File: src/rtl/imem_pkg.sv
// Shared types and the power-on image for the LED CPU program memory.
// The optional checksum stage is selected by the IMEM_CHECKSUM_EN macro.
package imem_pkg;

    localparam int IMEM_DEPTH = 16;
    localparam int IMEM_DATA_W = 8;

    typedef enum logic [1:0] {
        ST_RUN  = 2'd0,
        ST_LOAD = 2'd1,
        ST_CSUM = 2'd2,
        ST_ERR  = 2'd3
    } imem_state_t;

    // Index 0 is the rightmost element: MVI 1; MOV r6,r0; INC r0; JMP 1.
    localparam logic [IMEM_DEPTH-1:0][IMEM_DATA_W-1:0] DEFAULT_PROG =
        {{12{8'h00}}, 8'h91, 8'h60, 8'h30, 8'hA1};

endpackage

File: src/rtl/imem_array.sv
// 16x8 instruction storage: asynchronous read, synchronous write,
// synchronous reload of the default program while reset is low.
module imem_array
    import imem_pkg::*;
#(
    parameter int DEPTH  = IMEM_DEPTH,
    parameter int DATA_W = IMEM_DATA_W
) (
    input  logic                     clk,
    input  logic                     reset,
    input  logic                     i_we,
    input  logic [$clog2(DEPTH)-1:0] i_waddr,
    input  logic [DATA_W-1:0]        i_wdata,
    input  logic [$clog2(DEPTH)-1:0] i_raddr,
    output logic [DATA_W-1:0]        o_rdata
);

    logic [DATA_W-1:0] r_mem [DEPTH];

    always_ff @(posedge clk) begin
        if (!reset) begin
            for (int i = 0; i < DEPTH; i++) begin
                r_mem[i] <= DEFAULT_PROG[i];
            end
        end else if (i_we) begin
            r_mem[i_waddr] <= i_wdata;
        end
    end

    assign o_rdata = r_mem[i_raddr];

endmodule

File: src/rtl/imem_loader.sv
// Program-memory responder with in-system byte-stream reload; holds the CPU
// in reset while loading. IMEM_CHECKSUM_EN adds a trailing checksum byte.
module imem_loader
    import imem_pkg::*;
#(
    parameter int DEPTH = IMEM_DEPTH
) (
    input  logic                     clk,
    input  logic                     reset,
    input  logic [$clog2(DEPTH)-1:0] adr,
    output logic [7:0]               dout,
    input  logic                     ld_start,
    input  logic                     ld_valid,
    input  logic [7:0]               ld_data,
    output logic                     ld_ready,
    output logic                     cpu_reset,
    output logic                     busy,
    output logic                     err
);

    localparam int AW = $clog2(DEPTH);

    imem_state_t   r_state;
    logic [AW-1:0] r_ptr;
    logic          r_cpu_reset;
    logic          w_we;
`ifdef IMEM_CHECKSUM_EN
    logic [7:0]    r_acc;
`endif

    // A byte offered in the same cycle as ld_start is dropped.
    assign w_we = (r_state == ST_LOAD) && ld_valid && !ld_start;

    imem_array #(.DEPTH(DEPTH), .DATA_W(8)) u_array (
        .clk     (clk),
        .reset   (reset),
        .i_we    (w_we),
        .i_waddr (r_ptr),
        .i_wdata (ld_data),
        .i_raddr (adr),
        .o_rdata (dout)
    );

    always_ff @(posedge clk) begin
        if (!reset) begin
            r_state     <= ST_RUN;
            r_ptr       <= '0;
            r_cpu_reset <= 1'b0;
`ifdef IMEM_CHECKSUM_EN
            r_acc       <= 8'h00;
`endif
        end else begin
            case (r_state)
                ST_RUN: begin
                    if (ld_start) begin
                        r_state     <= ST_LOAD;
                        r_ptr       <= '0;
                        r_cpu_reset <= 1'b0;
`ifdef IMEM_CHECKSUM_EN
                        r_acc       <= 8'h00;
`endif
                    end else begin
                        r_cpu_reset <= 1'b1;
                    end
                end
                ST_LOAD: begin
                    if (ld_start) begin
                        r_ptr <= '0;
`ifdef IMEM_CHECKSUM_EN
                        r_acc <= 8'h00;
`endif
                    end else if (ld_valid) begin
                        r_ptr <= r_ptr + 1'b1;
`ifdef IMEM_CHECKSUM_EN
                        r_acc <= r_acc + ld_data;
                        if (r_ptr == AW'(DEPTH - 1)) begin
                            r_state <= ST_CSUM;
                        end
`else
                        if (r_ptr == AW'(DEPTH - 1)) begin
                            r_state     <= ST_RUN;
                            r_cpu_reset <= 1'b1;
                        end
`endif
                    end
                end
`ifdef IMEM_CHECKSUM_EN
                ST_CSUM: begin
                    if (ld_start) begin
                        r_state <= ST_LOAD;
                        r_ptr   <= '0;
                        r_acc   <= 8'h00;
                    end else if (ld_valid) begin
                        if (8'(r_acc + ld_data) == 8'h00) begin
                            r_state     <= ST_RUN;
                            r_cpu_reset <= 1'b1;
                        end else begin
                            r_state <= ST_ERR;
                        end
                    end
                end
                ST_ERR: begin
                    if (ld_start) begin
                        r_state <= ST_LOAD;
                        r_ptr   <= '0;
                        r_acc   <= 8'h00;
                    end
                end
`endif
                default: begin
                    r_state     <= ST_RUN;
                    r_ptr       <= '0;
                    r_cpu_reset <= 1'b0;
                end
            endcase
        end
    end

    assign ld_ready  = (r_state == ST_LOAD) || (r_state == ST_CSUM);
    assign busy      = (r_state != ST_RUN);
    assign cpu_reset = r_cpu_reset;
`ifdef IMEM_CHECKSUM_EN
    assign err = (r_state == ST_ERR);
`else
    assign err = 1'b0;
`endif

endmodule

File: config.mk
export PLATFORM = sky130hd
export DESIGN_NAME = imem_loader
export DESIGN_NICKNAME = d
export VERILOG_FILES = /design/src/rtl/imem_pkg.sv /design/src/rtl/imem_array.sv /design/src/rtl/imem_loader.sv
export SDC_FILE = /design/constraint.sdc
export NUM_CORES = 1
export LEC_CHECK = 0
export CORE_MARGIN = 2
export CORE_UTILIZATION = 47
export DETAILED_ROUTE_END_ITERATION = 10
export PLACE_DENSITY = 0.75
export SETUP_SLACK_MARGIN = 0.4
export SYNTH_ARGS = -nofsm -noshare
export SYNTH_HDL_FRONTEND = slang
export SYNTH_SLANG_ARGS = --single-unit
File: constraint.sdc
create_clock -name clk -period 3 [get_ports clk]
set_input_delay 0.6 -clock clk [delete_from_list [all_inputs] [get_ports clk]]
set_output_delay 0.6 -clock clk [all_outputs]
set_load 0.01 [all_outputs]
==> impl_results.md, run 1 <==
- Status: completed
- Die span in y: 118 um
- Post-Syn Nets: 470
- CP endpoint kind: output port
- Routability congestion estimate from global placement: 0.828
- WHS Endpoint: cpu_reset
- Final layout net count: 529
- Combinational power share: 8.1%
- TritonCTS clock tree: built
- Uppermost routed layer: met4
- Post-Synthesis Cells: 448
- Core Area: 12700 um^2
- Clock power frac: 43.5%
- CP Launch Point: adr[0]
- Total Negative Setup Slacks: 0 ns
- Die Area: 13900 um^2
- Clock sinks: 134
- Fin crit period: 2.63 ns
- Sw Share: 22.4%
- Fin. Hold Viols: 0
- Seq. cell area: 3960 um^2
- Area occupied by multi-input gates: 1960 um^2
- Crit path kind: in2out
- Core Util, Final: 58.5%
- RSZ-0062 raised after global routing: true
- P per Cell Area: 592 nW/um^2
- Skew-Pair Late Insertion Delay: 0.43 ns
- Max FO, Critical Path: 6
- Worst R2R Setup Slack: 0.86 ns
- Total GRT Usage: 23.2%
- Final worst-path cycle share: 87.6%
- Reg2reg start: r_state[0]
- DR pass1 iterations: 5
- Sequential share of power: 48.4%
- Initial antenna violation count: 0
- Average size of a mapped cell: 13.6 um^2
- Row count: 41
- WL final: 15100 um
- Worst slew pin tran: 0.798 ns
- Antenna viol nets, final: 0
- Hold Crit Depth: 1
- Starting density of the core: 48.2%
- Clock buffer count from CTS: 17
- Fmax: 381 MHz
- First-pass GRT wire length: 23400 um
- Met1 WL: 5820 um
- HP Start: cpu_reset
- P_int: 3.41 mW
- CTS Root Cell: clkbuf_16
- Top cells by area, synth: edfxtp_1 63%, nor2_1 7.1%, mux4_2 6.6%, mux4_1 6.0%, nand2_1 2.6%
- Final Max Tran Viols: 0
- Reg2Reg Depth: 4
- Cell accounting for the most synthesized area: edfxtp_1
- Hold-fix buffers, CTS: 0
- Yosys cell types: 34
- CP required: 2.40 ns
- # Max-Cap Violations: 0
- Critical Path AT: 2.03 ns
- # port buffers: 26
- DR WL met3: 1430 um
- Met2 Wirelength: 7340 um
- LEAKAGE: 2.54 nW
- Mapped cell area: 6110 um^2
- Sequential area share after synthesis: 64.9%
- Fill count: 973
- # IOs: 28
- Clk_skew: 0.00988 ns
- NetSw: 983 uW
- Finished Layout Cells: 692
- DP Wirelength: 9690 um
- Final worst setup slack: 0.372 ns
- Clock transition at path regs: 0.06 ns
- Seq cells post-synth: 134
- Vias in the first global route: 4029
- Die W: 118 um
- Startpoint Class: primary input
- Power Total: 4.39 mW
- Placed insts: 652
- Reg-to-reg endpoint: u_array.r_mem[0][3]
- Largest net degree at the start of global routing: 20
- Avg Vias per Cell: 5.88
- GRT Residual Overflow: 0
- H-tree depth: 4
- Violation count after the first detailed-route iteration: 502
- Synth top area share: 62.9%
- Setup violations, final: 0
- Largest buffer count on any clock path: 2
- Wirelength per Cell: 21.8 um
- Drt drc: 0
- Max VDD drop: 0.412 mV
- Area Growth Syn to Fin: 21.3%
- Rel. slew slack: 46.6%
- Via count: 4066
- Ratio of cells with drive above 1 in the final layout: 24.6%
- Min-Delay Path Class: reg2reg
- Place WS: -0.232 ns
- Synth warnings: 0
- Number of diodes: 0
==> cell type report <==
class / count / share of cell area [%]
tap: 172 / 2.90
clock buffer: 20 / 5.89
multi-input combinational: 274 / 26.5
timing repair buffer: 74 / 9.50
sequential: 134 / 53.5
clock inverter: 12 / 1.42
inverter: 6 / 0.304
==> registers in the layout (all words and copies together), names as in the netlist <==
signal,cells
cpu_reset,1
r_state,1
r_ptr,4
u_array.r_mem,128
==> metal layers <==
metal,GRT usage [%],up-vias
li1,-,1763
met1,31.0,2001
met2,35.4,258
met3,6.49,44
met4,10.7,0
met5,0,-
==> timing repair <==
action,CTS,global route
buffers inserted,4,1
pin swaps,5,5
cloned,3,0
gates resized for setup,55,11
setup endpoints to repair,8,7
==> logic make-up (layout without fill, tap and decap cells) <==
group,after synthesis,in the layout,share of synthesized area [%]
AOI/OAI and AO/OA,40,40,4.18
xor gates and xnor gates,2,2,0.287
adders and majority gates,6,6,1.23
buffers and inverters,40,112,3.56
DFF,134,134,64.9
muxes,32,32,12.7
other,1,1,0.0614
and+or+nand+nor,193,193,13.2
==> worst max path at each step <==
stage / depth (start not counted) / end / slack (ns)
after global routing: 6 / dout[5] / 0.35
after floorplan: 5 / u_array.r_mem[12][0] / 0.72
after detailed placement: 6 / dout[0] / -0.23
after CTS: 6 / dout[5] / 0.35
final: 6 / dout[5] / 0.37
after global placement: 6 / dout[0] / -0.19
==> stage by stage <==
step                instance area, um^2  hold WS [ns]
floorplan                          6110         0.481
global placement                   6730         0.486
detailed placement                 6730         0.487
CTS                                7400         0.505
global route                       7410         0.522
finish                             7410         0.500
==> placed cells by master (no fill, tap or decap), types with 3 or more instances in the layout <==
cell / synthesis / final
edfxtp_1: 128 / 128
dfxtp_1: 6 / 6
nand3_1: 6 / 6
nand4_1: 3 / 3
clkdlybuf4s50_1: 0 / 15
ha_1: 6 / 6
o21ai_0: 17 / 17
nor2_1: 115 / 114
nand2b_1: 3 / 3
a21oi_1: 3 / 3
a22oi_2: 0 / 12
mux4_2: 18 / 28
clkbuf_1: 13 / 3
buf_12: 0 / 3
clkinvlp_4: 0 / 6
and2_1: 4 / 3
a22oi_1: 16 / 4
clkbuf_16: 0 / 17
and3_1: 4 / 4
mux4_1: 14 / 4
nor3_1: 3 / 3
buf_2: 12 / 4
or3_1: 6 / 6
buf_16: 0 / 3
nand2_1: 43 / 43
inv_1: 6 / 6
buf_4: 3 / 40
nor2b_1: 3 / 3
==> synthesized netlist by cell type (all sizes together) <==
master,n
and2,4
and4b,1
a211o,1
edfxtp,128
a22oi,16
nand4,3
or2,1
xnor2,1
conb,1
nand2b,3
mux4,32
or3,6
buf,18
clkbuf,13
nand2,43
nor3,3
o21ai,17
inv,6
and2b,1
o31a,1
clkdlybuf4s25,3
o211a,1
nor2,115
nor2b,3
and3,4
dfxtp,6
nand3,6
a21boi,1
ha,6
a21oi,3
xor2,1
==> worst max-delay path: stages <==
cell and delay, ns:
buf_8 0.12, buf_12 0.14, mux4_2 0.52, a22oi_2 0.25, nand2_1 0.11, dlygate4sd2_1 0.29
==> power by group through the flow <==
stage / combinational (mW) / sequential, mW / clock (mW)
after floorplan: 0.169 / 2.16 / 0
after global placement: 0.312 / 2.16 / 0
after detailed placement: 0.320 / 2.16 / 0
after CTS: 0.350 / 2.13 / 1.93
after global routing: 0.371 / 2.13 / 2.03
final: 0.356 / 2.13 / 1.91
Note: power is estimated with default switching activity, not from simulation.
==> run 2: changes to the inputs <==
- GPL_TIMING_DRIVEN: default -> 0
- SLEW_MARGIN: default -> 5
==> run 2 against run 1 <==
Against the previous run:
- total power shrank 1.3%
- critical path type unchanged
- sequential cell count stayed put
- combinational power fell by 5.6%
==> impl_results.md, run 2 (synthesis gave the netlist of run 1 again) <==
- Status: completed
- Vias in the first global route: 4033
- Combinational power share: 7.8%
- Violation count after the first detailed-route iteration: 606
- Starting density of the core: 48.2%
- RSZ-0062 raised after global routing: true
- Drt drc: 0
- M2 GR Usage: 36.0%
- Ratio of cells with drive above 1 in the final layout: 20.9%
- H-tree depth: 4
- Max reg flops: 128
- Total Negative Setup Slacks: 0 ns
- Die W: 118 um
- Core Util, Final: 57.6%
- # IOs: 28
- Critical Path AT: 2.01 ns
- GRT Residual Overflow: 0
- Routability congestion estimate from global placement: 0.917
- WP buf/inv: 4
- Antenna viol nets, final: 0
- Most flops, register: u_array.r_mem
- Min-Delay Path Class: reg2reg
- Die span in y: 118 um
- CP Cell Sequence: buf_12 -> buf_16 -> buf_4 -> mux4_2 -> a22oi_2 -> nand2_1 -> buf_2
- Clock power frac: 43.2%
- Avg Vias per Cell: 5.83
- CP endpoint kind: output port
- Clock sinks: 134
- Skew-Pair Late Insertion Delay: 0.42 ns
- Setup violations, final: 0
- Area Growth Syn to Fin: 19.4%
- Sw Share: 21.3%
- Number of diodes: 0
- Fmax: 383 MHz
- Initial antenna violation count: 0
- Clk_skew: 0.00670 ns
- Max FO, Critical Path: 6
- First-pass GRT wire length: 22900 um
- Sequential share of power: 49.0%
- Max VDD drop: 0.369 mV
- LEAKAGE: 2.50 nW
- Largest buffer count on any clock path: 2
- NetSw: 922 uW
- Crit-path slowest cell: mux4_2
- Startpoint Class: primary input
- WL final: 15100 um
- Final layout net count: 527
- Most frequent cells in the layout: 128 x edfxtp_1, 114 x nor2_1, 43 x nand2_1, 26 x mux4_2, 18 x clkbuf_1
- # port buffers: 25
- DP Area: 6580 um^2
- Total GRT Usage: 22.8%
- DR pass1 iterations: 5
- P_int: 3.41 mW
- P per Cell Area: 594 nW/um^2
- Met1 Usage GRT: 28.4%
- Row count: 41
- Clock buffer count from CTS: 17
- Final worst-path cycle share: 87.1%
- CTS Root Cell: clkbuf_16
- Regs by FF count: u_array.r_mem x128, r_ptr x4
- Worst slew pin tran: 0.904 ns
- CP required: 2.40 ns
- Most common cell after layout, fill and taps aside: edfxtp_1
- DP Wirelength: 9970 um
- Crit path kind: in2out
- # Max-Cap Violations: 0
- Via count: 4019
- Largest net degree at the start of global routing: 17
- Met3 global-route usage: 7.46%
- Rel. slew slack: 39.4%
- Wirelength per Cell: 21.9 um
- Clock transition at path regs: 0.06 ns
- GR peak layer: met2
- Core Area: 12700 um^2
- Post-route design area: 7300 um^2
- CP delay by family, top: multiplexers
- Hold-fix buffers, CTS: 0
- Die Area: 13900 um^2
- Fin. Hold Viols: 0
- Crit-path max cell delay: 0.52 ns
- Final Max Tran Viols: 0
- Fin crit period: 2.61 ns
- TritonCTS clock tree: built
- Power Total: 4.33 mW
run 2: metrics by stage:
stage / cells / hold slack (ns) / setup slack, ns
global route: 689 / 0.539 / 0.362
floorplan: 448 / 0.481 / 0.718
finish: 689 / 0.515 / 0.387
CTS: 682 / 0.511 / 0.129
detailed placement: 645 / 0.493 / -0.539
global placement: 645 / 0.486 / -0.454
run 2: metal layers:
layer	routed length [um]	up-vias
met5	0	-
met1	5770	1977
met4	572	0
met3	1460	37
li1	-	1771
met2	7300	234
run 2: final cells by class:
class	instances	area, um^2
Clock inverter	4	20.0
Clock buffer	27	513
Fill cell	1004	5370
Inverter	6	22.5
Buffer	34	250
Timing Repair Buffer	38	345
Multi-Input combinational cell	274	1970
Tap cell	172	215
Sequential cell	134	3960
run 2: final timing paths:
path         startpoint                   end  slack [ns]  cells past startpoint
min reg2reg   cpu_reset             cpu_reset        0.51                      1
min           cpu_reset             cpu_reset        0.51                      1
max              adr[0]               dout[2]        0.39                      7
max reg2reg  r_state[0]  u_array.r_mem[11][4]        0.71                      5
run 2: what timing repair did:
| action | in CTS | in global routing |
|---|---|---|
| buffers inserted | 5 | 7 |
| pin swaps | 5 | 7 |
| resized for setup | 77 | 17 |
| endpoints found under the setup margin | 136 | 30 |
| gates cloned | 1 | 0 |
run 2: power by group through the flow:
stage	Combinational [mW]	Clock, mW	Sequential, mW
2_1_floorplan	0.169	0	2.16
4_1_cts	0.324	1.89	2.13
3_5_place_dp	0.302	0	2.16
5_1_grt	0.354	1.97	2.13
6_report	0.336	1.87	2.13
3_3_place_gp	0.295	0	2.16
==> run 3: changes to the inputs <==
- MAX_ROUTING_LAYER: default -> met4
==> run 3 against run 2 <==
Against the previous run:
- first-iteration DRC count rose by 1.2%
- wire length rose by 1.2%
- die area did not move
- worst setup slack worse by 0.0040 ns
- hold slack hardly changed
- largest cell class unchanged
- critical path depth stayed put
- highest routed layer unchanged
- sequential cell count unchanged
- register-to-register slack got worse by 0.02 ns
==> impl_results.md, run 3 (synthesis gave the netlist of run 1 again) <==
- Status: completed
- Critical Path AT: 2.02 ns
- Initial antenna violation count: 0
- Largest buffer count on any clock path: 2
- Most common cell after layout, fill and taps aside: edfxtp_1
- RSZ-0062 raised after global routing: true
- Final layout net count: 526
- Clock transition at path regs: 0.06 ns
- Clk_skew: 0.00635 ns
- Final worst-path cycle share: 87.2%
- # port buffers: 25
- Skew-Pair Late Insertion Delay: 0.43 ns
- Post-route design area: 7290 um^2
- Hold_ws: 0.515 ns
- Max reg flops: 128
- Avg Vias per Cell: 5.90
- Clock sinks: 134
- Routability congestion estimate from global placement: 0.933
- CTS Root Cell: clkbuf_16
- Via count: 4061
- # Max-Cap Violations: 0
- Fmax: 382 MHz
- P per Cell Area: 596 nW/um^2
- Clock buffer count from CTS: 17
- Fill count: 1004
- # IOs: 28
- Ratio of cells with drive above 1 in the final layout: 20.7%
- Min-Delay Path Class: reg2reg
- Most frequent cells in the layout: 128 x edfxtp_1, 114 x nor2_1, 43 x nand2_1, 26 x mux4_2, 18 x clkbuf_1
- Die span in y: 118 um
- Regs by FF count: u_array.r_mem x128, r_ptr x4
- Seq. cell area: 3960 um^2
- Finished Layout Cells: 688
- Max FO, Critical Path: 8
- Largest net degree at the start of global routing: 17
- Area occupied by multi-input gates: 1970 um^2
- Die W: 118 um
- CP required: 2.40 ns
- Setup violations, final: 0
- Die Area: 13900 um^2
- Core Util, Final: 57.5%
- Total Negative Setup Slacks: 0 ns
- Total GRT Usage: 23.5%
- CP endpoint kind: output port
- Crit path kind: in2out
- Power Total: 4.35 mW
- Area Growth Syn to Fin: 19.3%
- Hold-fix buffers, CTS: 0
- Rel. slew slack: 38.4%
- Startpoint Class: primary input
- Fin crit period: 2.62 ns
- WL final: 15300 um
- Starting density of the core: 48.2%
- LEAKAGE: 2.49 nW
- Final worst setup slack: 0.383 ns
- H-tree depth: 4
- Placed insts: 645
- First-pass GRT wire length: 22900 um
- Place WS: -0.539 ns
- Worst slew pin tran: 0.918 ns
- Final Max Tran Viols: 0
- GRT Residual Overflow: 0
- Number of diodes: 0
- Most flops, register: u_array.r_mem
- Drt drc: 0
- Wirelength per Cell: 22.2 um
- Violation count after the first detailed-route iteration: 613
- Fin. Hold Viols: 0
- Core Area: 12700 um^2
- Max VDD drop: 0.373 mV
- DP Area: 6580 um^2
- Row count: 41
- DR pass1 iterations: 6
- Antenna viol nets, final: 0
- Vias in the first global route: 4027
- TritonCTS clock tree: built
- DP Wirelength: 9970 um
## run 3: cell types whose count changed in the layout (fill, tap and decap cells not counted)
cell,change
buf_4,-1
## run 3: final timing paths
| kind | start | end | slack [ns] | cells past startpoint |
|---|---|---|---|---|
| hold reg to reg | cpu_reset | cpu_reset | 0.51 | 1 |
| setup reg to reg | r_state[0] | u_array.r_mem[6][3] | 0.69 | 4 |
| setup / recovery | adr[0] | dout[4] | 0.38 | 7 |
| hold / removal | cpu_reset | cpu_reset | 0.51 | 1 |
## run 3: final cells by class
type	instances	area share, %
buffer	34	3.43
clock buffer	27	7.04
clock inverter	4	0.275
inverter	6	0.309
multi-input combinational	274	27.0
sequential	134	54.4
tap	172	2.95
timing repair buffer	37	4.63
## run 3: report_power, final
part / leakage (nW) / switching (mW) / internal (mW)
clock: 0.267 / 0.731 / 1.15
combinational: 0.890 / 0.184 / 0.152
sequential: 1.34 / 0.0207 / 2.10
total: 2.49 / 0.935 / 3.41
## run 3: timing repair
action / 4_1_cts / 5_1_grt
gates cloned: 1 / 0
resized for setup: 77 / 17
endpoints found under the setup margin: 136 / 30
setup buffers: 5 / 6
pin swaps: 5 / 7
## run 3: metal layers
layer / share of wire [%] / global-route usage (%) / vias up
li1: - / - / 1764
met1: 38 / 28.6 / 2007
met2: 48 / 36.0 / 244
met3: 10 / 7.32 / 46
met4: 4.1 / 11.1 / 0
met5: 0 / - / -
## run 3: critical path: stages
cell,delay (ns)
buf_12,0.12
buf_12,0.14
buf_8,0.12
mux4_2,0.52
a22oi_2,0.24
nand2_1,0.12
buf_2,0.15
